<file path="config.mk">
export PLATFORM = sky130hd
export DESIGN_NAME = ram_1wrs_arbiter
export DESIGN_NICKNAME = d
export VERILOG_FILES = /design/src/rtl/ram_1wrs_arbiter.sv
export SDC_FILE = /design/constraint.sdc
export NUM_CORES = 1
export LEC_CHECK = 0
export ABC_AREA = 1
export CAP_MARGIN = 20
export CORE_UTILIZATION = 39
export CTS_CLUSTER_DIAMETER = 100
export DETAILED_ROUTE_END_ITERATION = 8
export PLACE_DENSITY = 0.86
export SYNTH_ARGS = -nofsm -noshare
export SYNTH_HDL_FRONTEND = slang
export SYNTH_SLANG_ARGS = --single-unit
</file>
<file path="constraint.sdc">
create_clock -name clk -period 4.77 [get_ports clk]
set_input_delay 0.477 -clock clk [delete_from_list [all_inputs] [get_ports clk]]
set_output_delay 0.477 -clock clk [all_outputs]
set_load 0.03 [all_outputs]
</file>
<file path="src/rtl/ram_1wrs_arbiter.sv">
// Two-port arbiter in front of one single-port, write-through RAM with 1-cycle read latency.
// Each port gets a valid/ready command stream and a valid/ready response stream with stall hold.

module ram_1wrs_arbiter_rsp #(
  parameter int DATA_WIDTH = 32
) (
  input  logic                  clk,
  input  logic                  reset,
  input  logic                  accept_i,
  input  logic                  rsp_ready_i,
  input  logic [DATA_WIDTH-1:0] rd_data_i,
  output logic                  rsp_valid_o,
  output logic [DATA_WIDTH-1:0] rsp_data_o,
  output logic                  busy_o
);
  logic                  acc_q, held_q;
  logic [DATA_WIDTH-1:0] hold_q;

  // acc_q: the RAM output is live this cycle; held_q: a stalled response sits in hold_q.
  always_ff @(posedge clk) begin
    if (reset) begin
      acc_q  <= 1'b0;
      held_q <= 1'b0;
    end else begin
      acc_q <= accept_i;
      if (acc_q && !rsp_ready_i)
        held_q <= 1'b1;
      else if (held_q && rsp_ready_i)
        held_q <= 1'b0;
    end
  end

  always_ff @(posedge clk) begin
    if (acc_q && !rsp_ready_i)
      hold_q <= rd_data_i;
  end

  assign busy_o      = acc_q | held_q;
  assign rsp_valid_o = busy_o & ~reset;
  assign rsp_data_o  = held_q ? hold_q : rd_data_i;
endmodule

module ram_1wrs_arbiter #(
  parameter int ADDR_WIDTH     = 11,
  parameter int DATA_WIDTH     = 32,
  parameter bit FIXED_PRIORITY = 1'b0
) (
  input  logic                  clk,
  input  logic                  reset,
  input  logic                  p0_cmd_valid,
  output logic                  p0_cmd_ready,
  input  logic                  p0_cmd_write,
  input  logic                  p0_cmd_mask,
  input  logic [ADDR_WIDTH-1:0] p0_cmd_addr,
  input  logic [DATA_WIDTH-1:0] p0_cmd_data,
  output logic                  p0_rsp_valid,
  input  logic                  p0_rsp_ready,
  output logic [DATA_WIDTH-1:0] p0_rsp_data,
  input  logic                  p1_cmd_valid,
  output logic                  p1_cmd_ready,
  input  logic                  p1_cmd_write,
  input  logic                  p1_cmd_mask,
  input  logic [ADDR_WIDTH-1:0] p1_cmd_addr,
  input  logic [DATA_WIDTH-1:0] p1_cmd_data,
  output logic                  p1_rsp_valid,
  input  logic                  p1_rsp_ready,
  output logic [DATA_WIDTH-1:0] p1_rsp_data,
  output logic                  ram_en,
  output logic                  ram_wr,
  output logic                  ram_mask,
  output logic [ADDR_WIDTH-1:0] ram_addr,
  output logic [DATA_WIDTH-1:0] ram_wrData,
  input  logic [DATA_WIDTH-1:0] ram_rdData
);
  localparam int NUM_PORTS = 2;

  logic [NUM_PORTS-1:0]                 cmd_valid, rsp_ready, rsp_valid, busy, elig, grant;
  logic [NUM_PORTS-1:0][DATA_WIDTH-1:0] rsp_data;
  logic                                 last_grant_q, last_grant_d;

  assign cmd_valid = {p1_cmd_valid, p0_cmd_valid};
  assign rsp_ready = {p1_rsp_ready, p0_rsp_ready};

  // A port may issue again only if its previous response leaves this cycle.
  assign elig = cmd_valid & (~busy | (rsp_valid & rsp_ready));

  always_comb begin
    grant = '0;
    if (!reset) begin
      grant[0] = elig[0] && (!elig[1] || FIXED_PRIORITY || last_grant_q);
      grant[1] = elig[1] && !grant[0];
    end
  end

  always_comb begin
    last_grant_d = last_grant_q;
    if (|grant)
      last_grant_d = grant[1];
  end

  always_ff @(posedge clk) begin
    if (reset)
      last_grant_q <= 1'b1;
    else
      last_grant_q <= last_grant_d;
  end

  assign ram_en     = |grant;
  assign ram_wr     = grant[1] ? p1_cmd_write : (grant[0] & p0_cmd_write);
  assign ram_mask   = grant[1] ? p1_cmd_mask  : (grant[0] & p0_cmd_mask);
  assign ram_addr   = grant[1] ? p1_cmd_addr  : p0_cmd_addr;
  assign ram_wrData = grant[1] ? p1_cmd_data  : p0_cmd_data;

  for (genvar p = 0; p < NUM_PORTS; p++) begin : g_port
    ram_1wrs_arbiter_rsp #(.DATA_WIDTH(DATA_WIDTH)) u_rsp (
      .clk         (clk),
      .reset       (reset),
      .accept_i    (grant[p]),
      .rsp_ready_i (rsp_ready[p]),
      .rd_data_i   (ram_rdData),
      .rsp_valid_o (rsp_valid[p]),
      .rsp_data_o  (rsp_data[p]),
      .busy_o      (busy[p])
    );
  end

  assign p0_cmd_ready = grant[0];
  assign p1_cmd_ready = grant[1];
  assign p0_rsp_valid = rsp_valid[0];
  assign p1_rsp_valid = rsp_valid[1];
  assign p0_rsp_data  = rsp_data[0];
  assign p1_rsp_data  = rsp_data[1];
endmodule

</file>
==> results of run 1 <==
-- cells by family after synthesis --
kind of cell,after synthesis,synth area share [%]
and+or+nand+nor,217,26.9
buffers and inverters,71,8.91
DFF,69,54.7
AOI/OAI and AO/OA,67,9.45
-- synthesized netlist by cell type, drive strengths merged --
master  instances
a21oi           2
buf            14
clkbuf         14
dfxtp           5
edfxtp         64
inv            43
nand2         160
nand3          46
nand4           2
nor2            7
nor3            2
o211ai          1
o21ai          64
-- power by group through the flow --
stage	sequential [µW]	combinational [µW]	clock, µW
global route	687	600	653
CTS	686	571	629
detailed placement	699	569	0
floorplan	699	285	0
finish	686	567	615
global placement	698	560	0
-- per-stage QoR --
stage | utilization, % | total power [µW] | cells
5_1_grt | 69.5 | 1940 | 769
3_3_place_gp | 66.6 | 1260 | 753
2_1_floorplan | - | 984 | 424
3_5_place_dp | 66.6 | 1270 | 753
4_1_cts | 69.5 | 1890 | 769
6_report | 69.5 | 1870 | 769
-- worst max-delay path, delay by kind of cell --
| family | cells | cell delay, ns |
|---|---|---|
| buffers and inverters | 3 | 1.54 |
| and+or+nand+nor | 5 | 1.19 |
| AOI/OAI and AO/OA | 1 | 0.22 |
-- layout make-up --
class | instances | area (µm²)
Fill cell | 673 | 2800
Sequential cell | 69 | 2020
Clock buffer | 9 | 124
Timing Repair Buffer | 246 | 2450
Multi-Input combinational cell | 284 | 1350
Clock inverter | 7 | 145
Inverter | 43 | 164
Tap cell | 111 | 139
-- layer usage --
metal | wire (µm) | GRT usage [%]
met1 | 3880 | 23.1
met2 | 6220 | 43.6
met3 | 995 | 6.89
met4 | 338 | 11.7
met5 | 0 | 0
-- sequential cells by signal, summed over array words and instances (netlist names) --
register,flops
g_port.u_rsp.held_q,2
last_grant_q,1
g_port.u_rsp.hold_q,64
g_port.u_rsp.acc_q,2
-- how the worst max path moves through the flow --
stage	depth (start not counted)	slack, ns	endpoint	start
floorplan	1	2.51	g_port[0].u_rsp.hold_q[0]$_DFFE_PP_	p0_rsp_ready
global route	9	0.64	ram_addr[0]	reset
global placement	9	0.91	ram_addr[0]	reset
CTS	9	0.84	ram_addr[0]	reset
detailed placement	9	0.85	ram_addr[0]	reset
finish	9	0.86	ram_wrData[12]	reset
-- cell usage in the layout (no fill, tap or decap) --
| master | count |
|---|---|
| nand3_2 | 10 |
| clkinvlp_4 | 1 |
| o21ai_0 | 64 |
| nand3_4 | 1 |
| nand2_4 | 4 |
| edfxtp_1 | 64 |
| dfxtp_2 | 2 |
| a21oi_4 | 1 |
| inv_1 | 42 |
| clkdlybuf4s50_1 | 241 |
| nor2_2 | 2 |
| bufinv_16 | 4 |
| clkinv_4 | 1 |
| nand4_1 | 2 |
| dfxtp_1 | 3 |
| buf_4 | 5 |
| a21oi_1 | 1 |
| inv_6 | 1 |
| nand3_1 | 35 |
| nor3_1 | 2 |
| nand2_2 | 2 |
| nor2_8 | 1 |
| nand2_1 | 154 |
| nor2_1 | 4 |
| o211ai_1 | 1 |
| clkbuf_8 | 9 |
| inv_4 | 1 |
==> out/qor.csv, run 1 <==
metric,value,unit
status,finished clean,
RSZ-0062 raised after global routing,false,
Worst Setup Slack post-DPL,0.847,ns
Setup Viol. Count Final,0,
post-CTS sizing,0,
Clock Tree Buf Depth,2,
Initial Utilization,40.2,%
# DRC,0,
Critical Path RT,4.29,ns
CORE AREA,9200,µm²
reg2reg path depth,6,
Final Hold Fails,0,
Yosys reg bits,69,
"Min Clock Period, post-route",3.91,ns
Yosys top cell area share,52.0,%
crit path max-delay cell type,clkdlybuf4s50_1,
Area after DPL,6120,µm²
relative max-transition margin,62.5,%
Psw,531,µW
Hold Buf Count CTS,0,
Hold Path End,last_grant_q$_SDFFE_PP1P_,
"top cells by area, synth","edfxtp_1 (52%), nand2_1 (16%), o21ai_0 (8.7%)",
root buffer cell,clkbuf_8,
power share of the clock group,32.9,%
worst vdd ir,0.000130,V
crit-path cells,clkdlybuf4s50_1 -> inv_4 -> nand2_2 -> a21oi_4 -> nand2_4 -> nand2_4 -> nand2_1 -> nand2_1 -> clkdlybuf4s50_1,
Via density,4.94,
Port-buffer cells,241,
RR Startpoint,g_port[0].u_rsp.acc_q$_SDFF_PP0_,
Worst R2R Setup Slack,3.01,ns
largest net degree at the start of global routing,65,
num rows,35,
Post-Route WL,11.4,mm
per-cell routed wire length,14.9,µm
n_diodes,0,
area delta synth->final,73.1,%
clock slew at the register clock pins of the worst setup and hold paths,0.07,ns
via count,3800,
worst-path fanout max,49,
Avg Synthesized Cell Area,8.71,µm²
Gate Count Post-Synth,424,
net count after synthesis,552,
initial antenna violation count,0,
Worst setup EP type,output pin,
Static Leakage,0.00252,µW
hold path start,last_grant_q$_SDFFE_PP1P_,
Final Max Slew Viols,0,
gp weighted congestion,0.859,
skew final,0.0100,ns
Int Power,1340,µW
drt first pass iters,5,
Ys Warns,0,
power density over the cells,292,nW/µm²
"Distinct cells, synth",22,
Die X,99.3,µm
Worst Hold Slack,0.556,ns
Nets,781,
CTS tree,yes,
clk_lat worst skew,0.33,ns
CP max stage delay,0.69,ns
final worst slack,0.857,ns
vias in the first global route,3657,
CP Class,input port to output pin,
Die Ht,99.3,µm
DR iter-0 viols,172,
"Period Utilization, post-route",82.0,%
RR Endpoint,g_port[1].u_rsp.acc_q$_SDFF_PP0_,
Routed Antenna Nets,0,
Worst setup SP type,input port,
sw frac,28.4,%
cell accounting for the most synthesized area,edfxtp_1,
Gate power share,30.4,%
area of the mapped netlist,3690,µm²
maximum clock rate,0.256,GHz
setup bufs post-CTS,0,
layout cells sized above 1,6.84,%
H-tree Lvls,3,
boundary pin count,242,
Worst Hold Path Cells,2,
GRT Overall Usage,23.2,%
first-pass GRT wire length,17.6,mm
Reg power frac,36.7,%
fin area,6390,µm²
Slew @ Worst Pin,0.562,ns
Die ar.,9860,µm²
total grt overflow,0,
MaxCap Viol Count,0,
Hold Crit Class,flop to flop,
Setup TNS,0,ns
sequential area share after synthesis,54.7,%
TritonCTS Buffers,9,
CTS Sinks,69,
CP arrival,3.44,ns
hpwl dp,8.81,mm
(Power assumes the default switching activity.)
==> inputs of run 2 (changes only) <==
Settings changed: CORE_UTILIZATION 39 to 37, PLACE_DENSITY 0.86 to 0.82.
Clock period 4.77 ns to 3.8 ns, I/O delays scaled along.
==> run 2 against run 1 <==
Effect of this change:
- die area up 5.3%
- clock power shrank 24%
- count of clock-buffer cells in the layout is 1 higher
- total power rose by 9.5%
- critical path depth decreased by 1
- non-clock buffer count is the same
- critical endpoint is now ram_addr[2]
- largest power group unchanged
- global-route usage decreased by 0.97 points
==> out/qor.csv, run 2 (same netlist as run 1, synthesis figures left out) <==
metric,value,unit,change
Area after DPL,6170,µm²,+0.82%
Slew @ Worst Pin,0.936,ns,+0.374 ns
Worst R2R Setup Slack,2.25,ns,-0.76 ns
worst-path fanout max,45,,-8.2%
drt first pass iters,4,,-1
Final Max Slew Viols,0,,unchanged
CORE AREA,9730,µm²,+5.8%
max reg flops,64,,unchanged
Clock Tree Buf Depth,2,,unchanged
# DRC,0,,unchanged
Via density,4.71,,-4.6%
GRT Overall Usage,22.2,%,-0.97 points
num rows,36,,+2.9%
RSZ-0062 raised after global routing,false,,
Worst setup SP type,input port,,
n_diodes,0,,unchanged
Static Leakage,0.00247,µW,-2.0%
initial antenna violation count,0,,unchanged
Fill cells,773,,+15%
relative max-transition margin,37.5,%,-25 points
Final Hold Fails,0,,unchanged
crit path max-delay cell type,clkdlybuf4s50_1,,
CTS Sinks,69,,unchanged
post-CTS sizing,0,,unchanged
area delta synth->final,71.1,%,
layout cells sized above 1,6.10,%,-0.74 points
vias in the first global route,3459,,-5.4%
register area,2020,µm²,unchanged
Routed Antenna Nets,0,,unchanged
clock slew at the register clock pins of the worst setup and hold paths,0.06,ns,about the same
status,finished clean,,
Die Ht,102,µm,+2.6%
CP Class,input port to output pin,,
boundary pin count,242,,unchanged
largest net degree at the start of global routing,65,,unchanged
Hold Buf Count CTS,0,,unchanged
DR iter-0 viols,140,,-19%
Setup TNS,0,ns,unchanged
gp weighted congestion,0.893,,+4.0%
RR Endpoint,g_port[1].u_rsp.acc_q$_SDFF_PP0_,,
setup bufs post-CTS,0,,unchanged
maximum clock rate,0.308,GHz,
root buffer cell,clkbuf_8,,
MaxCap Viol Count,0,,unchanged
Critical Path RT,3.42,ns,-0.87 ns
clk_lat worst skew,0.34,ns,about the same
RR Startpoint,g_port[0].u_rsp.acc_q$_SDFF_PP0_,,
via count,3718,,-2.2%
hold path start,last_grant_q$_SDFFE_PP1P_,,
power density over the cells,323,nW/µm²,+11%
"most common cell after layout, fill and taps aside",clkdlybuf4s50_1,,
most frequent cells in the layout,"clkdlybuf4s50_1 (241), nand2_1 (154), o21ai_0 (64), edfxtp_1 (64), inv_1 (42)",,
TritonCTS Buffers,9,,unchanged
Post-Route WL,11.5,mm,+0.17%
first-pass GRT wire length,17.1,mm,-2.8%
Die ar.,10400,µm²,+5.3%
Setup Viol. Count Final,0,,unchanged
largest reg by FF count,g_port.u_rsp.hold_q,,
final core utilization,65.0,%,-4.6 points
Port-buffer cells,241,,unchanged
Hold Path End,last_grant_q$_SDFFE_PP1P_,,
Worst Hold Path Cells,2,,unchanged
Hold Crit Class,flop to flop,,
Worst setup EP type,output pin,,
worst vdd ir,0.000140,V,+7.6%
per-cell routed wire length,14.5,µm,-2.4%
hpwl dp,9.04,mm,+2.6%
total grt overflow,0,,unchanged
Nets,781,,unchanged
Die X,102,µm,+2.6%
skew final,0.00729,ns,-0.00274 ns
CP max stage delay,0.76,ns,+0.07 ns
fin area,6320,µm²,-1.2%
CP arrival,2.87,ns,-0.57 ns
"Min Clock Period, post-route",3.25,ns,
reg2reg path depth,6,,unchanged
crit-path cells,clkdlybuf4s50_1 -> nand2_2 -> a21oi_4 -> nand2_4 -> nand2_4 -> nand2_1 -> nand2_1 -> clkdlybuf4s50_1,,
CTS tree,yes,,
largest registers,"g_port.u_rsp.hold_q (64), g_port.u_rsp.acc_q (2), g_port.u_rsp.held_q (2)",,
H-tree Lvls,3,,unchanged
"Period Utilization, post-route",85.4,%,
Initial Utilization,38.0,%,-2.2 points
footprint of the multi-input gates,1360,µm²,+0.74%
[run 2: cell types whose count changed in the layout (fill, tap and decap cells not counted), moves of 2 or more]
cell,previous run,this run
bufinv_16,4,0
clkinv_1,0,2
clkinv_2,0,2
nor2_2,2,0
nor2_4,0,2
[run 2: per-stage QoR]
| step | total power, µW | hold WS [ns] | worst slack, ns | std cells |
|---|---|---|---|---|
| after floorplan | 1230 | 0.457 | 1.64 | 424 |
| after global placement | 1590 | 0.542 | 0.624 | 775 |
| after detailed placement | 1600 | 0.543 | 0.568 | 775 |
| after CTS | 2060 | 0.558 | 0.550 | 789 |
| after global routing | 2130 | 0.583 | 0.424 | 789 |
| final | 2040 | 0.553 | 0.555 | 789 |
[run 2: metal layers]
layer	track usage [%]	up-vias	routed length [µm]
li1	-	1849	-
met1	22.0	1663	3880
met2	41.0	180	6020
met3	6.91	26	1150
met4	13.0	0	405
met5	0	-	0
[run 2: how the worst max path moves through the flow]
stage                       startpoint                                   to  slack, ns
after floorplan           p0_rsp_ready  g_port[0].u_rsp.hold_q[0]$_DFFE_PP_       1.64
after global placement    p0_rsp_ready                          ram_addr[2]       0.62
after detailed placement  p0_rsp_ready                          ram_addr[2]       0.57
final                     p0_rsp_ready                          ram_addr[2]       0.55
after global routing      p0_rsp_ready                          ram_addr[1]       0.42
after CTS                 p0_rsp_ready                          ram_addr[2]       0.55
[run 2: layout make-up]
cell class	instances	area share, %
clock inverter	4	0.277
timing repair buffer	246	39.0
tap	133	2.63
multi-input combinational	284	21.5
clock buffer	10	2.02
inverter	43	2.59
sequential	69	32.0
[run 2: power breakdown]
| part | total [µW] | internal [µW] | switching (µW) |
|---|---|---|---|
| logic | 716 | 321 | 396 |
| clock network | 467 | 222 | 244 |
| registers | 862 | 856 | 5.44 |
| total | 2040 | 1400 | 645 |
[run 2: worst max-delay path, delay by kind of cell]
kind / cells / cell delay (ns)
buf+inv: 2 / 1.34
simple gates: 5 / 0.90
compound gates: 1 / 0.22
==> inputs of run 3 (changes only) <==
Settings changed: CORE_MARGIN set to 1.
==> results of run 3 <==
Final layout, timing and power as in run 2 (identical DEF).
==> variant 1: new RTL, settings of run 2 <==
`DATA_WIDTH` is set to 32 in 2 places; all go to 16.
--- a/src/rtl/ram_1wrs_arbiter.sv
+++ b/src/rtl/ram_1wrs_arbiter.sv
@@ -3,5 +3,5 @@
 
 module ram_1wrs_arbiter_rsp #(
-  parameter int DATA_WIDTH = 32
+  parameter int DATA_WIDTH = 16
 ) (
   input  logic                  clk,
@@ -43,5 +43,5 @@
 module ram_1wrs_arbiter #(
   parameter int ADDR_WIDTH     = 11,
-  parameter int DATA_WIDTH     = 32,
+  parameter int DATA_WIDTH     = 16,
   parameter bit FIXED_PRIORITY = 1'b0
 ) (
Ports: changed (6 resized); port bits go from 242 to 146. The function was not compared with the original's and may differ.
==> variant 1 against run 2 <==
- routed wire length decreased by 45%
- setup slack gained 0.053 ns
- critical path type unchanged
- cell area fell by 43%
- count of clock-buffer cells in the layout fell by 4
- sequential cell count down 32
- clock power shrank 46%
- non-clock buffer count is 95 lower
- critical endpoint is now ram_wrData[0]
- synthesized area down 44%
- total power decreased by 45%
==> variant 1: results (changes against run 2) <==
Run status
  • Status: finished, final reports clean (unchanged)

Global routing
  • Vias in the first global route: 2130 (was 3459)
  • Met3 Use GR: 5.51% (was 6.91%)
  • GR Util met1: 21.2% (was 22.0%)
  • Largest net degree at the start of global routing: 34 (was 65)
  • Gr usage total: 22.1% (was 22.2%)
  • First-pass GRT wire length: 10000 um (was 17100 um)

Finish
  • Inverter count: 27 (was 43)
  • ClkCell Share: 2.28% (was 2.30%)
  • Fraction of area in registers: 29.3% (was 32.0%)
  • FILL cells: 425 (was 773)
  • Largest registers: g_port.u_rsp.hold_q: 32 flops, g_port.u_rsp.acc_q: 2 flops, g_port.u_rsp.held_q: 2 flops (was g_port.u_rsp.hold_q: 64 flops, g_port.u_rsp.acc_q: 2 flops, g_port.u_rsp.held_q: 2 flops)
  • Fin nets: 474 (was 781)
  • Share of cells above drive strength 1: 5.82% (was 6.10%)
  • Clkbuf count: 6 (was 10)
  • Multi-input logic portion of the cell area: 21.7% (was 21.5%)
  • Non-clk bufs: 151 (was 246)
  • FFs & Latches: 37 (was 69)
  • Non-clk buf share: 41.3% (was 39.0%)

Logic synthesis
  • Synth Net Count: 332 (was 552)
  • Post-synth EDFFs: 32 (was 64)
  • Synth area leaders: edfxtp_1 (47%), nand2_1 (16%), o21ai_0 (7.8%) (was edfxtp_1 (52%), nand2_1 (16%), o21ai_0 (8.7%))
  • Most instantiated cells after synthesis: nand2_1 (90), edfxtp_1 (32), o21ai_0 (32), nand3_1 (29), inv_1 (26) (was nand2_1 (154), edfxtp_1 (64), o21ai_0 (64), inv_1 (42), nand3_1 (35))
  • Syn_area_per_cell: 8.17 um^2 (was 8.71 um^2)

Detailed routing
  • Vias: 2178 (was 3718)
  • DR vias/cell: 4.68 (was 4.71)
  • WL met2: 3530 um (was 6020 um)
  • Met3 wire length: 456 um (was 1150 um)
  • DRT met1 WL: 2210 um (was 3880 um)

Place
  • Placed Area: 3540 um^2 (was 6170 um^2)
  • PortBufs: 145 (was 241)
  • Post-DP HPWL: 5100 um (was 9040 um)
  • GPL Wtd Cong: 0.863 (was 0.893)
  • Place WS: 0.566 ns (was 0.568 ns)
  • DP Cell Count: 457 (was 775)

STA
  • Worst Max-Slew Pin Slew: 0.476 ns (was 0.936 ns)
  • Clock Skews: 0.00535 ns (was 0.00729 ns)
  • Period minus WS final: 3.19 ns (was 3.25 ns)

Worst setup path
  • Critical Path AT: 2.81 ns (was 2.87 ns)
  • CP startpoint: reset (was p0_rsp_ready)
  • Slack of the worst reg-to-reg path: 2.27 ns (was 2.25 ns)
  • Crit path to: ram_wrData[0] (was ram_addr[2])
  • Max Fanout on Critical Path: 33 (was 45)

Clocking
  • Num CTS Buffers: 5 (was 9)
  • Worst-Skew Late Latency: 0.28 ns (was 0.34 ns)
  • # H-tree levels: 2 (was 3)

Pwr
  • Worst VDD drop: 0.150 mV (was 0.140 mV)
  • Pleak: 1.47 nW (was 2.47 nW)
## variant 1: cell types whose count changed after synthesis, moves of 2 or more
cell	change
nand3_2	-9
buf_2	+2
nand2_1	-64
inv_1	-16
nand2_2	+2
clkbuf_1	-8
edfxtp_1	-32
nand2_4	-2
buf_4	-6
nand3_1	-6
o21ai_0	-32
## variant 1: report_power, final
part | switching, mW | leakage [nW] | total (mW) | internal, mW
registers | 0.00293 | 0.333 | 0.458 | 0.455
logic | 0.229 | 1.09 | 0.422 | 0.193
clock network | 0.126 | 0.0450 | 0.252 | 0.127
## variant 1: kinds of logic (layout without fill, tap and decap cells)
family                 count (synthesis)  in the layout  synth area share (%)
DFF                                   37             37                  51.5
and+or+nand+nor                      137            137                  29.0
buffers and inverters                 43            186                  10.3
AOI/OAI and AO/OA                     35             35                  9.17
## variant 1: critical path, delay by kind of cell
family | cells | cell delay, ns
compound gates | 1 | 0.21
buf+inv | 3 | 1.31
simple gates | 5 | 0.91
==> variant 2: new RTL, config.mk and constraints of run 2 <==
Without the edit above. Reset style: asynchronous (`reset`), changed in 2 clocked blocks.
--- a/src/rtl/ram_1wrs_arbiter.sv
+++ b/src/rtl/ram_1wrs_arbiter.sv
@@ -18,5 +18,5 @@
 
   // acc_q: the RAM output is live this cycle; held_q: a stalled response sits in hold_q.
-  always_ff @(posedge clk) begin
+  always_ff @(posedge clk or posedge reset) begin
     if (reset) begin
       acc_q  <= 1'b0;
@@ -99,5 +99,5 @@
   end
 
-  always_ff @(posedge clk) begin
+  always_ff @(posedge clk or posedge reset) begin
     if (reset)
       last_grant_q <= 1'b1;
Check against the original RTL: differs if reset is asserted again (counterexample within 4 cycles, from zero or initial values and one cycle with reset high); with reset held inactive, the same outputs for 10 cycles.
==> variant 2 against run 2 <==
- total power is 13% higher
- sequential power increased by 1%
- routed wire length down 4.1%
- cell area shrank 0.71%
- sequential cell count did not move
- synthesized area is 2.3% lower
- cell count down 0.25%
- setup slack got worse by 0.021 ns
- hold slack worse by 0.22 ns
- non-clock buffer count fell by 1
- critical endpoint is now ram_addr[6]
- highest routed layer unchanged
==> variant 2: results (changes against run 2) <==
Finish
  • Share of cells above drive strength 1: 4.71% (was 6.10%)

Worst setup path
  • CP startpoint: reset (was p0_rsp_ready)
  • Max Fanout on Critical Path: 46 (was 45)
  • Slack of the worst reg-to-reg path: 2.11 ns (was 2.25 ns)
  • Worst reg-to-reg path cell count: 7 (was 6)
  • Slowest stage delay, CP: 0.59 ns (was 0.76 ns)
  • Reg-to-Reg End: g_port[1].u_rsp.acc_q$_DFF_PP0_ (was g_port[1].u_rsp.acc_q$_SDFF_PP0_)
  • Crit path to: ram_addr[6] (was ram_addr[2])
  • Critical R2R Launch: g_port[1].u_rsp.acc_q$_DFF_PP0_ (was g_port[0].u_rsp.acc_q$_SDFF_PP0_)
  • Critical Path AT: 2.89 ns (was 2.87 ns)

Place
  • Placed Area: 6080 um^2 (was 6170 um^2)
  • DP Cell Count: 771 (was 775)
  • GPL Wtd Cong: 0.852 (was 0.893)

Detailed routing
  • DRT met1 WL: 4020 um (was 3880 um)
  • Met3 wire length: 891 um (was 1150 um)
  • DR pass1 iterations: 5 (was 4)
  • Final WL: 11000 um (was 11500 um)
  • DR vias/cell: 4.68 (was 4.71)
  • Drt wl/cell: 14.0 um (was 14.5 um)
  • WL met2: 5860 um (was 6020 um)

STA
  • Fin worst setup slack: 0.533 ns (was 0.555 ns)
  • Fin Hold WS: 0.334 ns (was 0.553 ns)

Run status
  • Status: finished, final reports clean (unchanged)

Logic synthesis
  • Cell count after synthesis: 423 (was 424)
  • Synth area leaders: edfxtp_1 (53%), nand2_1 (17%), o21ai_0 (8.9%) (was edfxtp_1 (52%), nand2_1 (16%), o21ai_0 (8.7%))
  • Async set-reset flop share out of synthesis: 7.25% (was 0%)
  • Synth Net Count: 551 (was 552)

Worst hold path
  • Worst min path class: in -> async (was reg -> reg)

Global routing
  • First-pass GRT wire length: 17500 um (was 17100 um)
  • Met3 Use GR: 7.14% (was 6.91%)
  • Vias in the first global route: 3670 (was 3459)
  • Met2 usage: 41.8% (was 41.0%)
==> variant 2: changes by cell type after synthesis, moves of 2 or more <==
cell and change:
dfxtp_1 -5, nand3_2 -8, buf_4 -7, nor3_1 -2, dfrtp_1 +4, nand2_4 -2
nand3_1 +11, nand2_1 +5, buf_2 +5
==> variant 2: power by group <==
group / internal (mW) / switching [mW]
Sequential: 0.864 / 0.00715
Clock: 0.299 / 0.265
Combinational: 0.376 / 0.500
Total: 1.54 / 0.771
==> variant 2: logic make-up after synthesis <==
group | share of synthesized area (%)
AND/OR/NAND/NOR | 25.3
buffers and inverters | 8.64
flip-flops | 56.8
AO/OA/AOI/OAI | 9.33
==> variant 2: final cells by class <==
type	instances	area [um^2]
Fill cell	764	3050
Timing Repair Buffer	245	2440
Tap cell	129	161
Inverter	45	174
Sequential cell	69	2050
Multi-Input combinational cell	283	1260
Clock buffer	9	124
Clock inverter	7	66.3
